`src/rtl/copy_pkg.sv`:
```
`default_nettype none
// ----------------------------------------------------------------------------
// copy_pkg: shared state encoding and default sizing for the ROM-to-RAM copier.
// Rev 1.0
// ----------------------------------------------------------------------------
package copy_pkg;

  localparam int unsigned c_ADDR_W  = 4;
  localparam int unsigned c_DATA_W  = 8;
  localparam int unsigned c_ROM_LAT = 1;

  typedef enum logic [1:0] {
    IDLE  = 2'd0,
    ISSUE = 2'd1,
    DRAIN = 2'd2,
    DONE  = 2'd3
  } state_e;

endpackage
`default_nettype wire

```
`src/rtl/lat_delay_line.sv`:
```
`default_nettype none
// ----------------------------------------------------------------------------
// lat_delay_line: fixed-depth shift register with synchronous flush.
// Rev 1.0
// ----------------------------------------------------------------------------
module lat_delay_line #(
  parameter int unsigned DEPTH = 2,
  parameter int unsigned WIDTH = 5
) (
  input  logic             clk,
  input  logic             rst_n,
  input  logic             flush_i,
  input  logic [WIDTH-1:0] din_i,
  output logic [WIDTH-1:0] dout_o
);

  logic [DEPTH*WIDTH-1:0] shift_q;
  logic [DEPTH*WIDTH-1:0] shift_d;

  generate
    if (DEPTH == 1) begin : g_single
      assign shift_d = din_i;
    end else begin : g_multi
      assign shift_d = {shift_q[(DEPTH-1)*WIDTH-1:0], din_i};
    end
  endgenerate

  always_ff @(posedge clk or negedge rst_n) begin
    if (!rst_n) begin
      shift_q <= '0;
    end else if (flush_i) begin
      shift_q <= '0;
    end else begin
      shift_q <= shift_d;
    end
  end

  assign dout_o = shift_q[DEPTH*WIDTH-1 -: WIDTH];

endmodule
`default_nettype wire

```
`src/rtl/rom_to_ram_copy_ctrl.sv`:
```
`default_nettype none
// ----------------------------------------------------------------------------
// rom_to_ram_copy_ctrl: copies N words from a registered-read ROM into RAM.
// Rev 1.0
// ----------------------------------------------------------------------------
module rom_to_ram_copy_ctrl
  import copy_pkg::*;
#(
  parameter int unsigned ADDR_W  = c_ADDR_W,
  parameter int unsigned DATA_W  = c_DATA_W,
  parameter int unsigned ROM_LAT = c_ROM_LAT
) (
  input  logic              clk,
  input  logic              rst_n,
  input  logic              start_sig,
  input  logic              abort_sig,
  input  logic [ADDR_W-1:0] src_base,
  input  logic [ADDR_W-1:0] dst_base,
  input  logic [ADDR_W:0]   length,
  output logic [ADDR_W-1:0] rom_addr,
  output logic              rom_rd_en,
  input  logic [DATA_W-1:0] rom_data,
  output logic              write_en,
  output logic [ADDR_W-1:0] ram_addr,
  output logic [DATA_W-1:0] ram_wdata,
  output logic              busy,
  output logic              done_sig,
  output logic              aborted
);

  localparam int unsigned TOK_W = ADDR_W + 1;

  state_e              state_q, state_d;
  logic [ADDR_W:0]     len_q, len_d;
  logic [ADDR_W:0]     iss_cnt_q, iss_cnt_d;
  logic [ADDR_W:0]     wr_cnt_q, wr_cnt_d;
  logic [ADDR_W-1:0]   dst_q, dst_d;
  logic [ADDR_W-1:0]   rom_addr_q, rom_addr_d;
  logic                rom_rd_en_q, rom_rd_en_d;
  logic                write_en_q, write_en_d;
  logic [ADDR_W-1:0]   ram_addr_q, ram_addr_d;
  logic [DATA_W-1:0]   ram_wdata_q, ram_wdata_d;
  logic                busy_q, busy_d;
  logic                done_q, done_d;
  logic                aborted_q, aborted_d;

  logic                flush;
  logic [TOK_W-1:0]    tok_in;
  logic [TOK_W-1:0]    tok_out;
  logic                tok_valid;
  logic [ADDR_W-1:0]   tok_off;

  // Token enters stage 0 alongside the issued read, so the last stage lines up
  // with the cycle in which that read's data is on rom_data.
  lat_delay_line #(
    .DEPTH (ROM_LAT + 1),
    .WIDTH (TOK_W)
  ) u_tok_dly (
    .clk     (clk),
    .rst_n   (rst_n),
    .flush_i (flush),
    .din_i   (tok_in),
    .dout_o  (tok_out)
  );

  assign {tok_valid, tok_off} = tok_out;

  always_comb begin
    state_d     = state_q;
    len_d       = len_q;
    iss_cnt_d   = iss_cnt_q;
    wr_cnt_d    = wr_cnt_q;
    dst_d       = dst_q;
    rom_addr_d  = rom_addr_q;
    rom_rd_en_d = 1'b0;
    write_en_d  = 1'b0;
    ram_addr_d  = ram_addr_q;
    ram_wdata_d = ram_wdata_q;
    aborted_d   = 1'b0;
    flush       = 1'b0;
    tok_in      = '0;

    if (tok_valid) begin
      write_en_d  = 1'b1;
      ram_addr_d  = dst_q + tok_off;
      ram_wdata_d = rom_data;
      wr_cnt_d    = wr_cnt_q + (ADDR_W+1)'(1);
    end

    case (state_q)
      IDLE: begin
        if (start_sig) begin
          len_d     = length;
          dst_d     = dst_base;
          wr_cnt_d  = '0;
          iss_cnt_d = '0;
          if (length != '0) begin
            state_d     = ISSUE;
            rom_rd_en_d = 1'b1;
            rom_addr_d  = src_base;
            iss_cnt_d   = (ADDR_W+1)'(1);
            tok_in      = {1'b1, {ADDR_W{1'b0}}};
          end else begin
            state_d = DONE;
          end
        end
      end
      ISSUE, DRAIN: begin
        if (abort_sig) begin
          // A write already on the outputs this cycle stands; nothing follows.
          flush       = 1'b1;
          write_en_d  = 1'b0;
          ram_addr_d  = ram_addr_q;
          ram_wdata_d = ram_wdata_q;
          wr_cnt_d    = wr_cnt_q;
          aborted_d   = 1'b1;
          state_d     = DONE;
        end else if (state_q == ISSUE) begin
          if (iss_cnt_q == len_q) begin
            state_d = DRAIN;
          end else begin
            rom_rd_en_d = 1'b1;
            rom_addr_d  = rom_addr_q + ADDR_W'(1);
            tok_in      = {1'b1, iss_cnt_q[ADDR_W-1:0]};
            iss_cnt_d   = iss_cnt_q + (ADDR_W+1)'(1);
          end
        end else if (write_en_q && (wr_cnt_q == len_q)) begin
          state_d = DONE;
        end
      end
      DONE: begin
        state_d = IDLE;
      end
      default: begin
        state_d = IDLE;
      end
    endcase

    busy_d = (state_d == ISSUE) || (state_d == DRAIN);
    done_d = (state_d == DONE);
  end

  always_ff @(posedge clk or negedge rst_n) begin
    if (!rst_n) begin
      state_q     <= IDLE;
      len_q       <= '0;
      iss_cnt_q   <= '0;
      wr_cnt_q    <= '0;
      dst_q       <= '0;
      rom_addr_q  <= '0;
      rom_rd_en_q <= 1'b0;
      write_en_q  <= 1'b0;
      ram_addr_q  <= '0;
      ram_wdata_q <= '0;
      busy_q      <= 1'b0;
      done_q      <= 1'b0;
      aborted_q   <= 1'b0;
    end else begin
      state_q     <= state_d;
      len_q       <= len_d;
      iss_cnt_q   <= iss_cnt_d;
      wr_cnt_q    <= wr_cnt_d;
      dst_q       <= dst_d;
      rom_addr_q  <= rom_addr_d;
      rom_rd_en_q <= rom_rd_en_d;
      write_en_q  <= write_en_d;
      ram_addr_q  <= ram_addr_d;
      ram_wdata_q <= ram_wdata_d;
      busy_q      <= busy_d;
      done_q      <= done_d;
      aborted_q   <= aborted_d;
    end
  end

  assign rom_addr  = rom_addr_q;
  assign rom_rd_en = rom_rd_en_q;
  assign write_en  = write_en_q;
  assign ram_addr  = ram_addr_q;
  assign ram_wdata = ram_wdata_q;
  assign busy      = busy_q;
  assign done_sig  = done_q;
  assign aborted   = aborted_q;

endmodule
`default_nettype wire

```
`config.mk`:
```
export PLATFORM = sky130hd
export DESIGN_NAME = rom_to_ram_copy_ctrl
export DESIGN_NICKNAME = d
export VERILOG_FILES = /design/src/rtl/copy_pkg.sv /design/src/rtl/lat_delay_line.sv /design/src/rtl/rom_to_ram_copy_ctrl.sv
export SDC_FILE = /design/constraint.sdc
export NUM_CORES = 1
export LEC_CHECK = 0
export CORE_ASPECT_RATIO = 1.5
export CORE_MARGIN = 2
export CORE_UTILIZATION = 25
export CTS_BUF_LIST = sky130_fd_sc_hd__clkbuf_16
export CTS_CLUSTER_SIZE = 30
export DETAILED_ROUTE_END_ITERATION = 16
export GPL_TIMING_DRIVEN = 1
export PLACE_DENSITY = 0.43
export REMOVE_ABC_BUFFERS = 1
export SETUP_SLACK_MARGIN = 0.4
export SYNTH_ARGS = -nofsm -noshare
export SYNTH_HDL_FRONTEND = slang
export SYNTH_SLANG_ARGS = --single-unit
```
`constraint.sdc`:
```
create_clock -name clk -period 2.6 [get_ports clk]
set_input_delay 0.52 -clock clk [delete_from_list [all_inputs] [get_ports clk]]
set_output_delay 0.52 -clock clk [all_outputs]
set_load 0.005 [all_outputs]
```
==> results of run 1 <==
synthesized netlist by cell type (3+ instances only):
master | n | share of area (%)
o21ai_0 | 5 | 0.99
nand2b_1 | 3 | 0.74
ha_1 | 11 | 5.5
inv_1 | 11 | 1.6
mux2_2 | 12 | 5.4
nor2b_1 | 3 | 0.74
nor4_1 | 4 | 0.99
dfrtp_1 | 52 | 52
xor2_1 | 13 | 4.5
nand2_1 | 47 | 7.0
and2_1 | 8 | 2.0
nand3_1 | 6 | 1.2
nor3_1 | 3 | 0.60
nor2_1 | 10 | 1.5
a21oi_1 | 8 | 1.6
xnor2_1 | 4 | 1.4
a211o_1 | 3 | 1.0
clkbuf_1 | 5 | 0.74
path summary, 6_finish.rpt:
kind / start / end / slack [ns] / cells past startpoint
max in group asynchronous: rst_n / wr_cnt_q[2]$_DFFE_PN0N_ / 1.61 / 2
min in group clk: u_tok_dly.shift_q[1]$_DFF_PN0_ / u_tok_dly.shift_q[6]$_DFF_PN0_ / 0.45 / 1
hold reg to reg: u_tok_dly.shift_q[1]$_DFF_PN0_ / u_tok_dly.shift_q[6]$_DFF_PN0_ / 0.45 / 1
hold / removal: rst_n / rom_addr[3]$_DFFE_PN0P_ / 0.31 / 1
setup reg to reg: state_q[1]$_DFF_PN0_ / iss_cnt_q[2]$_DFFE_PN0P_ / 0.56 / 6
setup / recovery: state_q[1]$_DFF_PN0_ / iss_cnt_q[2]$_DFFE_PN0P_ / 0.56 / 6
worst register-to-register path, cell delays in order, from the launching register on:
cell,delay [ns]
dfrtp_1,0.41
inv_1,0.10
ha_1,0.25
nor2b_1,0.19
a211o_1,0.33
or2_1,0.31
a211o_2,0.35
final cells by class:
cell class	instances	area (um^2)
Fill cell	989	6452
Sequential cell	52	1303
Multi-Input combinational cell	170	1147
Timing Repair Buffer	54	513.0
Tap cell	115	143.9
Clock buffer	5	125.1
Inverter	11	41.29
Clock inverter	3	18.77
logic make-up (layout without fill, tap and decap cells):
family,count (synthesis),count (layout)
and+or+nand+nor,96,96
muxes,15,15
adders and majority gates,12,12
buffers and inverters,18,73
AOI/OAI and AO/OA,30,30
xor gates and xnor gates,17,17
DFF,52,52
power breakdown:
group	switching (mW)	leakage (nW)	internal [mW]	total, mW
clock network	0.299	0.0736	0.355	0.654
logic	0.892	0.801	1.01	1.90
registers	0.285	0.654	1.16	1.44
per-layer routing:
layer / global-route usage [%] / part of all wire (%)
met5: 0 / 0
met4: 5.135 / 2.9
met3: 2.067 / 2.7
met2: 21.39 / 57
met1: 11.03 / 37
flip-flops by register name (all words and copies together), names as in the netlist:
register and count:
rom_rd_en 1, wr_cnt_q 5, busy 1, u_tok_dly.shift_q 10, write_en 1, ram_wdata 8
ram_addr 4, done_sig 1, aborted 1, dst_q 4, iss_cnt_q 5, rom_addr 4
len_q 5, state_q 2
per-stage QoR:
step / hold slack, ns / cell area, um^2 / power [mW] / std cells
2_1_floorplan: 0.2244 / 2487 / 2.564 / 233
3_5_place_dp: 0.4360 / 3144 / 3.382 / 402
6_report: 0.3095 / 3292 / 4.000 / 410
4_1_cts: 0.3423 / 3288 / 4.053 / 410
3_3_place_gp: 0.4367 / 3144 / 3.369 / 402
5_1_grt: 0.3801 / 3292 / 4.352 / 410
==> summary.txt, run 1 <==
Synthesis
  • Mux cell area share after synthesis: 6.597%
  • Synth Area per Inst: 10.51 um^2
  • Synth Area in Adders: 6.250%
  • FFs w/ async S/R, synth: 100.0%
  • Post-Synthesis Cells: 240
  • Sequential fraction of the synthesis area: 51.59%
  • Number of synthesized register bits: 52
  • Xor/xnor share of the synthesized area: 5.903%
  • Synth warn: 0
  • Post-Synth Simple-Gate Area: 18.35%
  • Post-synthesis compound-gate area fraction: 8.284%
  • Post-synth EDFFs: 0
  • Post-synth cell types: 44
  • Area of the mapped netlist: 2522 um^2
  • Top FF cell, synth: dfrtp_1
  • Main combinational cell family by area after synthesis: simple AND/OR/NAND/NOR gates

Floorplanning
  • Initial core utilization: 25.89%
  • Core Area: 9744 um^2
  • Chip width: 86.02 um
  • I/O pins: 46
  • Die Ht: 127.0 um
  • Row cnt: 44
  • Die area: 10930 um^2

Clocking
  • CTS root buffer: clkbuf_16
  • Postcts setup bufs: 0
  • Clk buf depth: 2
  • Num CTS Buffers: 5
  • Worst skew pair latency: 0.29 ns
  • Post-CTS resize count: 0
  • CTS tree: built
  • Sink Count: 52
  • Hold buffers post-CTS: 0
  • Max H-tree Level: 2
  • Clock slew at reported path FFs: 0.07 ns

Final layout
  • Fin util: 33.78%
  • Share of cells above drive strength 1: 13.22%
  • Synth-to-Final Area Change: 30.51%
  • Fin nets: 331
  • Commonest cells after routing, fill and taps aside: dfrtp_1, nand2_1, clkdlybuf4s50_1
  • Leading cell type in the layout, fill and taps excluded: dfrtp_1
  • Diode count: 0

Placed design
  • PortBufs: 45
  • Final GP Congestion: 0.7980
  • Pre-CTS WS: 0.3047 ns
  • HPWL Detailed: 4.418 mm

Timing
  • Fmax: 490.0 MHz
  • Final worst-path cycle share: 78.50%
  • Setup WS post-layout: 0.5590 ns
  • Fin. max-slew vios: 0
  • Skew final: 0.004399 ns
  • Slew margin rel.: 47.19%
  • Setup tns final: 0 ns
  • Final Critical Period: 2.041 ns
  • Unrepaired setup endpoints after global routing: false
  • Count of final hold-check violations: 0
  • Least-Margin Pin Slew: 0.7921 ns
  • Final setup viols: 0

Pwr
  • Power Dens Cells: 1215 nW/um^2
  • Peak supply drop: 0.4137 mV
  • Leak: 1.529 nW

Worst setup path
  • Slowest cell on the critical path: dfrtp_1
  • CP Data Arrival Time: 2.22 ns
  • Crit-path cells: inv_1, ha_1, nor2b_1, a211o_1, or2_1, a211o_2
  • CP bufs+invs: 1
  • CP Capture Type: register
  • CP Class: register to register
  • Cell family with most CP delay: compound AO/OA/AOI/OAI gates
  • Critical Path Fanout Max: 6
  • Critical Path Start Type: register
  • Data required time at the worst endpoint: 2.78 ns
  • Crit path largest cell delay: 0.41 ns

Drt
  • TritonRoute pass-1 iters: 4
  • DRC: 0
  • WL final: 5.724 mm
  • Mean routed wirelength per cell: 13.96 um
  • First DRT Iteration DRCs: 73
  • ANT nets after route: 0
  • Via density: 4.568
  • DR vias: 1873

Global route
  • GR Util All Layers: 11.06%
  • Global-route wire length before repair: 9.273 mm
  • Pin count of the biggest net entering global routing: 35
  • Antenna violations before repair: 0
  • Total grt overflow: 0
  • Number of global-route vias before repair: 1883

Flow run
  • Max-Cap Viols: 0

Status
  • Status: complete, no violations

Hold path
  • Hold Path Class: input pin to async pin
(Power assumes the default switching activity.)
==> run 2, diff against run 1 <==
PLACE_DENSITY = 0.45   (was 0.43)
clock period = 1.7 ns   (was 2.6 ns; I/O delays follow)
==> summary.txt, run 2 (synthesized netlist as in run 1, its figures left out) <==
Status
  • Status: finished with violations (was complete, no violations)
  • Failing checks: negative setup slack

Placed design
  • Placed Cells: 439 (was 402)
  • HPWL Detailed: 4.437 mm (was 4.418 mm)
  • Pre-CTS WS: -0.3313 ns (was 0.3047 ns)
  • PortBufs: 45 (unchanged)
  • Placed Area: 3435 um^2 (was 3144 um^2)
  • Final GP Congestion: 0.7847 (was 0.7980)

Timing
  • Setup WS post-layout: -0.1268 ns (was 0.5590 ns)
  • Final Critical Period: 1.827 ns (was 2.041 ns)
  • Slew margin rel.: 73.52% (was 47.19%)
  • Fmax: 547.4 MHz (was 490.0 MHz)
  • Count of final hold-check violations: 0 (unchanged)
  • Hold_ws: 0.02243 ns (was 0.3095 ns)
  • Unrepaired setup endpoints after global routing: true (was false)
  • Skew final: 0.008132 ns (was 0.004399 ns)
  • Final setup viols: 11 (was 0)
  • Least-Margin Pin Slew: 0.3935 ns (was 0.7921 ns)
  • Fin. max-slew vios: 0 (unchanged)
  • Final worst-path cycle share: 107.5% (was 78.50%)

Worst setup path
  • CP Capture Type: register (unchanged)
  • Data required time at the worst endpoint: 1.88 ns (was 2.78 ns)
  • Critical Path Fanout Max: 5 (was 6)
  • CP Data Arrival Time: 2.01 ns (was 2.22 ns)
  • Critical Path Start Type: register (unchanged)
  • CP Class: register to register (unchanged)

Floorplanning
  • Row cnt: 44 (unchanged)
  • Die Ht: 127.0 um (unchanged)
  • Chip width: 86.02 um (unchanged)
  • I/O pins: 46 (unchanged)
  • Initial core utilization: 25.89% (unchanged)
  • Die area: 10930 um^2 (unchanged)
  • Core Area: 9744 um^2 (unchanged)

Global route
  • Antenna violations before repair: 0 (unchanged)
  • Global-route wire length before repair: 10.74 mm (was 9.273 mm)
  • Total grt overflow: 0 (unchanged)
  • Number of global-route vias before repair: 2242 (was 1883)
  • GR Util All Layers: 12.54% (was 11.06%)
  • Pin count of the biggest net entering global routing: 53 (was 35)

Drt
  • Mean routed wirelength per cell: 13.68 um (was 13.96 um)
  • TritonRoute pass-1 iters: 4 (unchanged)
  • WL final: 6.620 mm (was 5.724 mm)
  • First DRT Iteration DRCs: 47 (was 73)
  • DR vias: 2163 (was 1873)
  • ANT nets after route: 0 (unchanged)
  • DRC: 0 (unchanged)
  • Via density: 4.469 (was 4.568)

Pwr
  • Total power: 8.547 mW (was 4.000 mW)
  • Register share of total power: 24.8% (was 36.0%)
  • Peak supply drop: 0.8224 mV (was 0.4137 mV)
  • Sw Ratio: 36.63% (was 36.90%)
  • Power Dens Cells: 1951 nW/um^2 (was 1215 nW/um^2)
  • Int Power: 5.416 mW (was 2.524 mW)
  • Comb power frac: 63.2% (was 47.6%)
  • Leak: 2.065 nW (was 1.529 nW)
  • Net Switching: 3.131 mW (was 1.476 mW)
  • Clock share of power: 12.0% (was 16.4%)

Final layout
  • Post-route cell area: 4380 um^2 (was 3292 um^2)
  • Share of cells above drive strength 1: 51.49% (was 13.22%)
  • Commonest cells after routing, fill and taps aside: buf_4, dfrtp_1, clkdlybuf4s50_1 (was dfrtp_1, nand2_1, clkdlybuf4s50_1)
  • Max reg flops: 10 (unchanged)
  • Diode count: 0 (unchanged)
  • Top reg by flops: u_tok_dly.shift_q (unchanged)
  • Synth-to-Final Area Change: 73.66% (was 30.51%)
  • Post-Layout Cell Count: 484 (was 410)
  • Fin nets: 405 (was 331)
  • Leading cell type in the layout, fill and taps excluded: buf_4 (was dfrtp_1)

Clocking
  • Clk buf depth: 2 (unchanged)
  • Clock slew at reported path FFs: 0.07 ns (about the same)
  • Worst skew pair latency: 0.30 ns (was 0.29 ns)
  • CTS tree: built (unchanged)
  • Num CTS Buffers: 5 (unchanged)
  • Max H-tree Level: 2 (unchanged)
  • CTS root buffer: clkbuf_16 (unchanged)
  • Hold buffers post-CTS: 0 (unchanged)
  • Sink Count: 52 (unchanged)

Hold path
  • Hold Path Class: input pin to async pin (unchanged)

Flow run
  • Max-Cap Viols: 0 (unchanged)
## run 2: cell count changes in the layout (fill, tap and decap cells not counted), sizes merged
cell           before  now
buf                10   85
clkdlybuf4s50      44   23
clkdlybuf4s15       0   10
dlygate4sd2         0    8
clkbuf              5    7
clkinv              3    1
clkinvlp            0    1
inv                11   12
## run 2: layout make-up
| cell class | instances | area [um^2] |
|---|---|---|
| Clock buffer | 5 | 125.1 |
| Clock inverter | 3 | 20.02 |
| Fill cell | 938 | 5364 |
| Inverter | 11 | 51.30 |
| Multi-Input combinational cell | 170 | 1551 |
| Sequential cell | 52 | 1301 |
| Tap cell | 115 | 143.9 |
| Timing Repair Buffer | 128 | 1187 |
## run 2: path summary, 6_finish.rpt
check / startpoint / end / slack, ns / depth (start not counted)
setup reg to reg: len_q[1]$_DFFE_PN0P_ / busy$_DFF_PN0_ / -0.13 / 7
hold reg to reg: u_tok_dly.shift_q[0]$_DFF_PN0_ / u_tok_dly.shift_q[5]$_DFF_PN0_ / 0.47 / 1
hold / removal: rst_n / len_q[2]$_DFFE_PN0P_ / 0.02 / 2
min in group clk: u_tok_dly.shift_q[0]$_DFF_PN0_ / u_tok_dly.shift_q[5]$_DFF_PN0_ / 0.47 / 1
setup / recovery: len_q[1]$_DFFE_PN0P_ / busy$_DFF_PN0_ / -0.13 / 7
max in group asynchronous: rst_n / ram_addr[3]$_DFFE_PN0P_ / 1.43 / 2
## run 2: critical path: stages, from the launching register on
cell and delay (ns):
dfrtp_1 0.40, buf_4 0.15, xor2_1 0.16, nor2_2 0.24, nand2_1 0.11, o211ai_1 0.25
o2bb2ai_2 0.15, ha_1 0.25
## run 2: metal layers
layer	track usage, %	share of wire, %
met4	5.415	2.3
met3	2.132	2.6
met1	13.95	38
met5	0	0
met2	22.98	57
## run 2: power groups by stage
stage          sequential (mW)  combinational [mW]  clock, mW
2_1_floorplan             2.14                1.78          0
3_3_place_gp              2.11                3.54          0
3_5_place_dp              2.12                3.55          0
4_1_cts                   2.11                4.61       1.06
5_1_grt                   2.19                5.89       1.08
6_report                  2.12                5.40       1.03
## run 2: per-stage QoR
step / utilization, % / setup TNS [ns]
2_1_floorplan: - / -7.828
3_3_place_gp: 35.25 / -4.330
3_5_place_dp: 35.25 / -4.674
4_1_cts: 41.76 / -0.9730
5_1_grt: 44.95 / -1.787
6_report: 44.95 / -0.6525
## run 2: timing repair
action	in CTS	in global routing
setup buffers	21	14
pin swaps	29	42
endpoints found under the setup margin	70	64
gates cloned	2	0
resized for setup	110	63
